### src/rtl/sram_write_arbiter.sv
// Arbitrates two 32-bit float producers onto a 16-bit async SRAM, writing each word as two halfwords.
// Optional macro ROUND_ROBIN_EN: alternate between requesters on contention instead of fixed priority to requester 0.
module sram_write_arbiter #(
   parameter logic [15:0] HALF_LIMIT = 16'hC800,
   parameter int          ADDR_W     = 18
) (
   input  logic              clk,
   input  logic              reset,
   input  logic              req0,
   input  logic              req1,
   input  logic [31:0]       data0,
   input  logic [31:0]       data1,
   output logic              ack0,
   output logic              ack1,
   output logic              grant,
   output logic              busy,
   output logic              done,
   output logic [15:0]       databus,
   output logic [ADDR_W-1:0] addressbus,
   output logic              ce,
   output logic              oe,
   output logic              lsb,
   output logic              msb,
   output logic              we
);

   typedef enum logic [2:0] {
      IDLE,
      LO_SET,
      LO_WE,
      HI_SET,
      HI_WE,
      ACK,
      DONE
   } state_t;

   state_t            state;
   state_t            state_next;
   logic [15:0]       hi_half;
   logic [ADDR_W-1:0] base_addr;
   logic [16:0]       half_cnt;
   logic [16:0]       cnt_after;
   logic              limit_hit;
   logic              any_req;
   logic              pick;
   logic              grant_q;

   assign ce  = 1'b0;
   assign oe  = 1'b1;
   assign lsb = 1'b0;
   assign msb = 1'b0;

   assign any_req   = req0 | req1;
   assign cnt_after = half_cnt + 17'd2;
   assign limit_hit = (cnt_after >= {1'b0, HALF_LIMIT});

`ifdef ROUND_ROBIN_EN
   // prefer names the requester that wins the next tie; it flips to the other side after each ack
   logic prefer;

   always_ff @(posedge clk or negedge reset) begin
      if (!reset) begin
         prefer <= 1'b0;
      end else if (state == ACK) begin
         prefer <= ~grant_q;
      end
   end

   always_comb begin
      pick = 1'b0;
      if (req0 && req1) begin
         pick = prefer;
      end else begin
         pick = req1;
      end
   end
`else
   always_comb begin
      pick = 1'b0;
      if (!req0) begin
         pick = req1;
      end
   end
`endif

   always_comb begin
      state_next = state;
      case (state)
         IDLE:    if (any_req) state_next = LO_SET;
         LO_SET:  state_next = LO_WE;
         LO_WE:   state_next = HI_SET;
         HI_SET:  state_next = HI_WE;
         HI_WE:   state_next = ACK;
         ACK:     state_next = limit_hit ? DONE : IDLE;
         DONE:    state_next = DONE;
         default: state_next = IDLE;
      endcase
   end

   always_comb begin
      we    = 1'b1;
      ack0  = 1'b0;
      ack1  = 1'b0;
      busy  = 1'b0;
      done  = 1'b0;
      grant = grant_q;
      case (state)
         LO_SET, HI_SET: busy = 1'b1;
         LO_WE, HI_WE: begin
            busy = 1'b1;
            we   = 1'b0;
         end
         ACK: begin
            busy = 1'b1;
            ack0 = ~grant_q;
            ack1 = grant_q;
         end
         DONE:    done = 1'b1;
         default: ;
      endcase
   end

   // Bus registers only load on the edges entering LO_SET and HI_SET, so they are stable across every we-low cycle
   always_ff @(posedge clk or negedge reset) begin
      if (!reset) begin
         state      <= IDLE;
         hi_half    <= '0;
         base_addr  <= '0;
         half_cnt   <= '0;
         grant_q    <= 1'b0;
         databus    <= '0;
         addressbus <= '0;
      end else begin
         state <= state_next;
         case (state)
            IDLE: begin
               if (any_req) begin
                  grant_q    <= pick;
                  hi_half    <= pick ? data1[31:16] : data0[31:16];
                  databus    <= pick ? data1[15:0] : data0[15:0];
                  addressbus <= base_addr;
               end
            end
            LO_WE: begin
               databus    <= hi_half;
               addressbus <= base_addr + ADDR_W'(1);
            end
            ACK: begin
               base_addr <= base_addr + ADDR_W'(2);
               half_cnt  <= cnt_after;
            end
            default: ;
         endcase
      end
   end

endmodule
### config.mk
export PLATFORM = sky130hd
export DESIGN_NAME = sram_write_arbiter
export DESIGN_NICKNAME = d
export VERILOG_FILES = /design/src/rtl/sram_write_arbiter.sv
export SDC_FILE = /design/constraint.sdc
export NUM_CORES = 1
export LEC_CHECK = 0
export ABC_CLOCK_PERIOD_IN_PS = 4800
export BUFFER_PORTS_ARGS = -buffer_cell sky130_fd_sc_hd__buf_2
export CAP_MARGIN = 20
export CORE_MARGIN = 4
export CORE_UTILIZATION = 57
export CTS_CLUSTER_DIAMETER = 60
export DETAILED_ROUTE_END_ITERATION = 8
export PLACE_DENSITY = 0.95
export SLEW_MARGIN = 30
export SYNTH_ARGS = -nofsm -noshare
export SYNTH_HDL_FRONTEND = slang
export SYNTH_SLANG_ARGS = --single-unit
### constraint.sdc
create_clock -name clk -period 4.8 [get_ports clk]
set_clock_uncertainty 0.1 [all_clocks]
set_input_delay 1.2 -clock clk [delete_from_list [all_inputs] [get_ports clk]]
set_output_delay 1.2 -clock clk [all_outputs]
set_load 0.01 [all_outputs]
After elaboration in Yosys (flattened, before gate mapping)
Index checks and enable logic that the tools add are counted.

operators by class
  add/sub/neg operators = 3
  bitwise operators = 2
  eq/ne operators = 7
  $lt $le $gt $ge = 1
  mux-type cells = 15
  reductions and logical operators = 6

operator list
  operator               number
  $mux 16                3
  $pmux 18 s2            1
  $pmux 16 s2            1
  $pmux 3 s7             1
  $add 18x1->18 const B  1
  $add 18x2->18 const B  1
  $mux 18                1
  $add 17x2->17 const B  1
  $ge 17x16->1 const B   1
  $eq 3x3->1 const B     3
  $eq 3x2->1 const B     2
  $mux 1                 6
  $mux 3                 2
  $reduce_or 5->1        1
  $reduce_and 2->1       2
  $eq 3x1->1 const B     1
  $logic_not 3->1        1
  $ne 2x2->1 const B     1
  $reduce_bool 2->1      1
  $reduce_or 2->1        1
  $not 1->1              1
  $or 1x1->1             1

word-level totals
  word-level logic and storage cells = 41
  bits in registers = 89
  output and inout port bits = 44

Logic depth before layout (Yosys ltp)
Gate-level depths: netlist (run 1).

  word-level depth = 4
  mapped depth = 7
  mapped depth without buffers = 6

Worst setup path before layout (run 1)
No wires, ideal clock.

  path type = in2reg
  from = input req1
  to = register addressbus[10]
  data arrival time = 2139 ps
  cell stages on the path = 5
  buffers on the path = 2
  setup slack = 2436 ps
  path through = nor3_1 -> or3_1 -> clkbuf_1 -> buf_2 -> mux2_2

on the way
  cells in the longest elaborated chain, start to end = 3

ends and longest elaborated chain
  item                               RTL line  text
  from (decl)                        10        input logic req1,
  $or 1x1->1                         53        assign any_req = req0 | req1;
  $ne 2x2->1 (no source line)        --
  $reduce_and 2->1 (no source line)  --
  to (signal assigned)               141       addressbus <= base_addr;
  to (signal assigned)               146       addressbus <= base_addr + ADDR_W'(1);
  to (decl)                          19        output logic [ADDR_W-1:0] addressbus,

Every way passes these cells.
A chain may end at the register's enable or synchronous reset.

Worst setup path in the final report (run 1)
  from = register state[2]
  to = output ack1

on the way
  cells in the longest elaborated chain, start to end = 2

ends and longest elaborated chain
  item                    RTL line  text
  from (decl)             37        state_t state;
  from (signal assigned)  134       state <= state_next;
  $eq 3x3->1              107       case (state)
  $mux 1                  107
  to (decl)               14        output logic ack1,

Every way passes these cells.

==> results.toml, run 1 <==
[yosys]
synth-simple-area-share_pct = 14.57
synth_area_per_cell_um2 = 10.78
synthXorXnorAreaFrac_pct = 7.422
yosys-top-cells-count = "dfrtp_1 (87), nand2_1 (41), mux2i_1 (34), o21ai_0 (31), xnor2_1 (25)"
yosysSeqAreaShare_pct = 52.71
synth_top_family_by_area = "simple AND/OR/NAND/NOR gates"
synth_cell_types = 38
synth_compound_area_share_pct = 7.210
synth_edf_count = 0
synth_area_leader_cell = "dfrtp_1"
synth.area.mux_share_pct = 13.42
async_reset_ff_share_pct = 100.0
synth_top_cells_by_area = "dfrtp_1 (53%), mux2i_1 (8.2%), xnor2_1 (5.3%)"
synth_area_um2 = 4130
yosysMostFrequentCell = "dfrtp_1"
yosys_warnings = 0
synth_top_cell_area_share_pct = 52.71
synthFlopType = "dfrtp_1"
synth_fa_ha_area_share_pct = 0.6059
yosys_register_bits = 87
syn_inst = 383

[global_routing]
antenna_found_initial = 0
first_global_vias = 3280
grt_pass1_wl_um = 15870
gr-usage-all-layers_pct = 23.41
grt-ovfl-total = 0
grt_max_degree = 88

[routing]
drc = 0
dr.pass1.iters = 4
vias = 3227
ant_nets = 0
wire_per_inst_um = 16.88
routed_wirelength_um = 9807
drtIter0Drc = 184
via_per_inst = 5.554

[sta]
fin_crit_ns = 3.124
relSlewSlack_pct = 39.82
finalMaxSlewViolations = 0
rsz0062_at_grt = "false"
setup_ws_ns = 1.676
setup_viol = 0
finalHoldViolations = 0
min_period_over_period_pct = 65.08
holdWs_ns = 0.3780
tightestPinTransition_ns = 0.9008
fmax_mhz = 320.1
finalSetupTns_ns = 0

[power]
ir_drop_uv = 277.1
power.leakage_nw = 2.478
p_total_mw = 2.490
power_density_nw_per_um2 = 504.0

[die]
die_w_um = 93.13
dieArea_um2 = 8672
rows = 30
core_area_um2 = 6907
ios = 112
dieHeight_um = 93.13
initial_core_util_pct = 59.80

[run_status]
run_status = "finished clean"

[clock_tree]
clockRootBuffer = "clkbuf_8"
postCtsSetupBuffers = 0
htree_levels = 3
post_cts_resize_count = 0
cts_buffers = 9
cts_tree = "yes"
cts_num_sinks = 87
clock_latency_ns = 0.35
cts_hold_buf = 0
clkTransAtPathRegs_ns = 0.09
clk_path_buf_depth = 2

[critical_path]
path_max_fanout = 12
critPathMaxStageDelay_ns = 0.63
cp.arrival_ns = 1.82
r2r_start = "state[2]$_DFFE_PN0P_"
crit_slowest_cell = "dfrtp_1"
startpoint = "state[2]$_DFFE_PN0P_"
crit_chain = "and3b_1 -> and2_1 -> buf_2"
cp_num_buf_inv = 1
cp-start-kind = "flip-flop"
required_ns = 3.50
critPathTopFamily = "simple AND/OR/NAND/NOR gates"
path_class = "reg -> out"
end_kind = "output pin"

[place]
hpwl_um = 6858
numPortBuffers = 107
post-place-ws_ns = 1.762
place.gp.congestion = 0.8675

[final_layout]
area_delta_synth_final_pct = 19.60
num-fill-cells = 498
final_util_pct = 71.52
drive_gt1_share_pct = 31.75
antenna_cells = 0
nNetsFinal = 550

[min_path]
worstHoldStart = "base_addr[17]$_DFFE_PN0N_"
min_path_type = "reg -> reg"

[run]
maxCapViolations = 0
logic make-up (layout without fill, tap and decap cells):
logic type      count (synthesis)  count (layout)
simple gates                  116             116
flops                          87              87
compound gates                 57              57
mux                            53              53
xor+xnor                       35              35
buf+inv                        31             131
fa+ha+maj                       2               2
other cells                     2               4
power by group:
| group | switching (mW) | leakage, nW | internal [mW] |
|---|---|---|---|
| sequential | 0.182 | 1.14 | 0.929 |
| combinational | 0.463 | 1.23 | 0.329 |
| clock | 0.276 | 0.109 | 0.310 |
cells in the final DEF, fill, tap and decap left out, types with 4 or more instances in the layout:
cell type,instances
buf_2,106
dfrtp_1,87
nand2_1,41
mux2i_1,34
o21ai_0,31
xnor2_1,25
nor2_1,23
a21oi_1,20
mux2_2,19
nand3_1,12
nand4_1,11
xor2_1,10
clkbuf_8,10
inv_1,5
nor3_1,5
nor4_1,5
and3_1,5
conb_1,4
path summary, 6_finish.rpt:
check | to | slack [ns] | cells after the start
max in group asynchronous | grant$_DFFE_PN0P_ | 3.29 | 1
min reg2reg | base_addr[17]$_DFFE_PN0N_ | 0.38 | 1
max reg2reg | base_addr[14]$_DFFE_PN0N_ | 2.54 | 5
min | base_addr[17]$_DFFE_PN0N_ | 0.38 | 1
min in group asynchronous | databus[10]$_DFFE_PN0P_ | 0.80 | 1
max | ack1 | 1.68 | 3
per-stage QoR:
step,cell area (um^2),std cells
2_1_floorplan,4138,385
3_3_place_gp,4687,564
3_5_place_dp,4702,565
4_1_cts,4932,581
5_1_grt,4940,581
6_report,4940,581
final cells by class:
type	count	area, um^2	share of cell area (%)
Inverter	5	18.77	0.3799
Timing Repair Buffer	110	568.0	11.50
Tap cell	96	120.1	2.432
Clock buffer	10	137.6	2.786
Sequential cell	87	2177	44.07
Clock inverter	6	92.59	1.874
Multi-Input combinational cell	267	1826	36.96
metal layers:
layer	up-vias	track usage [%]	part of all wire (%)
li1	1512	-	-
met1	1577	29.73	40
met2	116	38.99	51
met3	22	4.827	5.9
met4	0	9.890	2.8
met5	-	0	0
state kept, by name, indices dropped and copies added (netlist names):
name        flops
hi_half        16
addressbus     18
grant           1
base_addr      17
state           3
databus        16
half_cnt       16
Note: power is estimated with default switching activity, not from simulation.
==> run 2: changes to the inputs <==
--- a/config.mk
+++ b/config.mk
@@ -5,14 +5,14 @@
 export SDC_FILE = /design/constraint.sdc
 export NUM_CORES = 1
 export LEC_CHECK = 0
-export ABC_CLOCK_PERIOD_IN_PS = 4800
+export ABC_CLOCK_PERIOD_IN_PS = 2560
 export BUFFER_PORTS_ARGS = -buffer_cell sky130_fd_sc_hd__buf_2
 export CAP_MARGIN = 20
 export CORE_MARGIN = 4
-export CORE_UTILIZATION = 57
+export CORE_UTILIZATION = 47
 export CTS_CLUSTER_DIAMETER = 60
 export DETAILED_ROUTE_END_ITERATION = 8
-export PLACE_DENSITY = 0.95
+export PLACE_DENSITY = 0.87
 export SLEW_MARGIN = 30
 export SYNTH_ARGS = -nofsm -noshare
 export SYNTH_HDL_FRONTEND = slang
==> constraint.sdc (replaced) <==
create_clock -name clk -period 2.56 [get_ports clk]
set_clock_uncertainty 0.1 [all_clocks]
set_input_delay 0.64 -clock clk [delete_from_list [all_inputs] [get_ports clk]]
set_output_delay 0.64 -clock clk [all_outputs]
set_load 0.01 [all_outputs]
==> run 2 against run 1 <==
  * Core utilization shrank 12 points
  * Worst setup slack lost 1.5 ns
  * Hold slack lost 0.17 ns
  * Power grew 85%
  * Sequential power grew 84%
  * Cell area grew 1.0%
  * Clock-buffer cell count shrank 1
  * Clock power grew 83%
  * Sequential share of layout area shrank 0.44 points
  * Critical endpoint is now busy
  * Largest cell class unchanged
  * Highest routed layer unchanged
==> results.toml, run 2 (synthesized netlist as in run 1, its figures left out) <==
[run_status]
run_status = "finished clean"

[die]
dieHeight_um = 101.7
dieArea_um2 = 10350
ios = 112
rows = 33
initial_core_util_pct = 49.28
die_w_um = 101.7
core_area_um2 = 8382

[clock_tree]
clockRootBuffer = "clkbuf_8"
postCtsSetupBuffers = 0
htree_levels = 3
cts_tree = "yes"
cts_num_sinks = 87
clk_path_buf_depth = 2
clkTransAtPathRegs_ns = 0.09
clock_latency_ns = 0.35
cts_buffers = 9

[final_layout]
area_delta_synth_final_pct = 20.81
largest_reg_flops = 18
antenna_cells = 0
final_util_pct = 59.53
largest_register = "addressbus"
layout_common_cells = "buf_2 (106), dfrtp_1 (87), nand2_1 (41)"
nNetsFinal = 553
fin_cells = 593
largestRegisters = "addressbus: 18 flops, base_addr: 17 flops"
final_area_um2 = 4990
drive_gt1_share_pct = 32.38
final_common_cell = "buf_2"

[sta]
relSlewSlack_pct = 55.31
finalMaxSlewViolations = 0
fmax_mhz = 411.0
finalHoldViolations = 0
setup_viol = 0
min_period_over_period_pct = 95.03
tightestPinTransition_ns = 0.6703
finalSetupTns_ns = 0
rsz0062_at_grt = "false"
fin_crit_ns = 2.433
holdWs_ns = 0.2090
setup_ws_ns = 0.1272

[critical_path]
cp.arrival_ns = 1.69
cp_num_buf_inv = 2
path_class = "reg -> out"
critPathTopFamily = "simple AND/OR/NAND/NOR gates"
r2r_setup_slack_ns = 0.53
r2r_start = "state[2]$_DFFE_PN0P_"
crit_chain = "buf_4 -> nor3_1 -> a21oi_1 -> buf_2"
crit_slowest_cell = "nor3_1"
r2r_end = "base_addr[15]$_DFFE_PN0N_"
reg2regPathDepth = 5
critPathMaxStageDelay_ns = 0.52
end_kind = "output pin"
path_max_fanout = 10
required_ns = 1.82
cp-start-kind = "flip-flop"

[routing]
wl_met2_um = 4516
via_per_inst = 5.275
drtIter0Drc = 122
ant_nets = 0
dr.pass1.iters = 4
highest_layer = "met4"
wl_met1_um = 3975
drc = 0
vias = 3128
routed_wirelength_um = 9106
wire_per_inst_um = 15.36
route.met3.wl_um = 386

[place]
dp.cells = 577
hpwl_um = 6862
post-place-ws_ns = 0.3763
numPortBuffers = 107
place_area_um2 = 4753
place.gp.congestion = 0.8936

[global_routing]
grt-ovfl-total = 0
grt_pass1_wl_um = 14840
first_global_vias = 3070
antenna_found_initial = 0
grt_max_degree = 53
gr-usage-all-layers_pct = 18.24

[power]
power_density_nw_per_um2 = 922.5
p_total_mw = 4.603
ir_drop_uv = 493.3
power.leakage_nw = 2.497

[min_path]
min_path_type = "in -> async"

[run]
maxCapViolations = 0
-- run 2: changes by cell type in the layout (fill, tap and decap cells not counted) --
cell	before	now
and3b_2	0	1
clkbuf_8	10	9
and3b_1	1	0
buf_12	0	2
inv_8	0	1
buf_4	2	5
buf_6	2	0
-- run 2: per-layer routing --
| metal | global-route usage (%) | vias to the layer above |
|---|---|---|
| li1 | - | 1518 |
| met1 | 24.43 | 1503 |
| met2 | 29.58 | 88 |
| met3 | 4.063 | 19 |
| met4 | 5.930 | 0 |
| met5 | 0 | - |
-- run 2: worst reg2reg max path, stage by stage, from the launching register on --
cell and delay (ns):
dfrtp_1 0.61, and3b_2 0.42, nand4_1 0.22, nor2_1 0.27, nand4_1 0.15, xnor2_1 0.15
-- run 2: worst max path at each step --
stage / from / to / depth (start not counted)
floorplan: req1 / addressbus[10]$_DFFE_PN0P_ / 5
global placement: state[2]$_DFFE_PN0P_ / ack1 / 3
detailed placement: state[2]$_DFFE_PN0P_ / base_addr[15]$_DFFE_PN0N_ / 5
CTS: state[2]$_DFFE_PN0P_ / ack1 / 3
global route: state[1]$_DFFE_PN0P_ / busy / 3
finish: state[0]$_DFFE_PN0P_ / busy / 4
-- run 2: final cells by class --
type	instances	area, um^2
sequential	87	2177
clock inverter	7	103.9
inverter	5	18.77
tap	105	131.4
fill	696	3392
clock buffer	9	123.9
multi-input combinational	267	1827
timing repair buffer	113	608.1
-- run 2: timing repair --
item                       CTS  global route
hold endpoints to repair     0             0
gates resized for setup      0             1
setup endpoints to repair    0             1
hold buffers                 0             0
-- run 2: where the power goes --
group	internal [mW]	switching [mW]
clock network	0.562	0.512
logic	0.628	0.859
registers	1.74	0.300
total	2.93	1.67
==> run 3: changes to the inputs <==
==> constraint.sdc (replaced) <==
create_clock -name clk -period 2.56 [get_ports clk]
set_clock_uncertainty 0.1 [all_clocks]
set_input_delay 0.64 -clock clk [delete_from_list [all_inputs] [get_ports clk]]
set_output_delay 0.64 -clock clk [all_outputs]
set_load 0.1 [all_outputs]
==> run 3 against run 2 <==
  * Worst setup slack better by 0.0094 ns
  * Clock-buffer cell count stayed put
  * Power is 29% higher
  * Routed wire length is 2.8% lower
  * Final cell count shrank 0.17%
==> results.toml, run 3 (synthesized netlist as in run 1, its figures left out) <==
[run_status]
run_status = "finished clean"

[final_layout]
largestRegisters = "addressbus: 18 flops, base_addr: 17 flops"
drive_gt1_share_pct = 33.26
antenna_cells = 0
largest_reg_flops = 18
final_util_pct = 59.62
nNetsFinal = 552
fin_cells = 592
area_delta_synth_final_pct = 20.99
final_common_cell = "buf_2"
layout_common_cells = "buf_2 (104), dfrtp_1 (85), nand2_1 (41)"
num-fill-cells = 691
largest_register = "addressbus"

[place]
post-place-ws_ns = 0.4059
numPortBuffers = 107
place.gp.congestion = 0.8020
dp.cells = 576
hpwl_um = 6798

[min_path]
min_path_type = "in -> async"

[global_routing]
gr-usage-all-layers_pct = 18.23
grt_pass1_wl_um = 14700
grt-ovfl-total = 0
antenna_found_initial = 0
grt_max_degree = 51
first_global_vias = 2987

[die]
rows = 33
die_w_um = 101.7
dieHeight_um = 101.7
ios = 112
dieArea_um2 = 10350
initial_core_util_pct = 49.28
core_area_um2 = 8382

[clock_tree]
clk_path_buf_depth = 2
cts_num_sinks = 87
cts_buffers = 9
cts_hold_buf = 0
clockRootBuffer = "clkbuf_8"
postCtsSetupBuffers = 0
cts_tree = "yes"
clkTransAtPathRegs_ns = 0.10
htree_levels = 3
clock_latency_ns = 0.36

[routing]
vias = 3059
routed_wirelength_um = 8852
drc = 0
wire_per_inst_um = 14.95
via_per_inst = 5.167
drtIter0Drc = 113
ant_nets = 0
dr.pass1.iters = 4

[power]
power_density_nw_per_um2 = 1186
power.leakage_nw = 2.492
ir_drop_uv = 988.1

[critical_path]
cp-start-kind = "flip-flop"
reg2regPathDepth = 6
path_class = "reg -> out"
end_kind = "output pin"
required_ns = 1.82
cp.arrival_ns = 1.68
path_max_fanout = 13

[sta]
fmax_mhz = 412.6
relSlewSlack_pct = 57.88
holdWs_ns = 0.1711
tightestPinTransition_ns = 0.6294
min_period_over_period_pct = 94.66
fin_crit_ns = 2.423
setup_viol = 0
finalHoldViolations = 0
finalMaxSlewViolations = 0
setup_ws_ns = 0.1366

[run]
maxCapViolations = 0
==> run 3: cell count changes in the layout (fill, tap and decap cells not counted), moves of 2 or more <==
cell,change
buf_2,-2
dfrtp_1,-2
dfrtp_2,+2
inv_6,+3
==> run 3: layout make-up <==
type | count | area (um^2) | area share [%]
well taps | 105 | 131.4 | 2.629
multi-input cells | 267 | 1842 | 36.86
repair buffers | 112 | 618.1 | 12.37
flip-flops and latches | 87 | 2180 | 43.62
inverters | 5 | 18.77 | 0.3756
clock buffers | 9 | 123.9 | 2.479
clock inverters | 7 | 83.83 | 1.678
==> run 3: per-stage QoR <==
stage / instance area (um^2) / TNS, ns / total power, mW
6_report: 4997 / 0 / 5.926
5_1_grt: 4997 / -0.003616 / 6.254
4_1_cts: 4982 / 0 / 5.959
3_5_place_dp: 4772 / 0 / 4.950
3_3_place_gp: 4772 / 0 / 4.867
2_1_floorplan: 4149 / 0 / 4.384
==> run 3: per-layer routing <==
metal / wire (um) / global-route usage (%)
met1: 3832 / 23.18
met3: 373 / 4.132
met5: 0 / 0
met4: 148 / 5.930
met2: 4498 / 30.89
==> run 3: path summary, 6_finish.rpt <==
check                                         startpoint                         to  slack, ns
min in group clk                half_cnt[10]$_DFFE_PN0N_   half_cnt[10]$_DFFE_PN0N_       0.38
max in group asynchronous                          reset       state[0]$_DFFE_PN0P_       1.54
worst max register to register      state[1]$_DFFE_PN0P_  base_addr[14]$_DFFE_PN0N_       0.50
worst max-delay path                state[1]$_DFFE_PN0P_                       ack0       0.14
worst min-delay path                               reset   base_addr[6]$_DFFE_PN0N_       0.17
worst min register to register  half_cnt[10]$_DFFE_PN0N_   half_cnt[10]$_DFFE_PN0N_       0.38
==> run 3: report_power, final <==
group	total, mW	internal, mW	leakage, nW	switching [mW]
Clock	1.00	0.472	0.103	0.533
Sequential	2.09	1.74	1.14	0.348
Combinational	2.83	0.637	1.25	2.19
Total	5.93	2.85	2.49	3.07
==> run 3: repair_timing <==
action,in CTS,in global routing
gates resized for setup,1,3
setup endpoints to repair,1,1
gates cloned,0,0
==> run 3: worst max-delay path, stage by stage (launching register included) <==
cell,delay [ns]
dfrtp_1,0.54
nand3b_4,0.27
nor2_2,0.09
buf_2,0.43
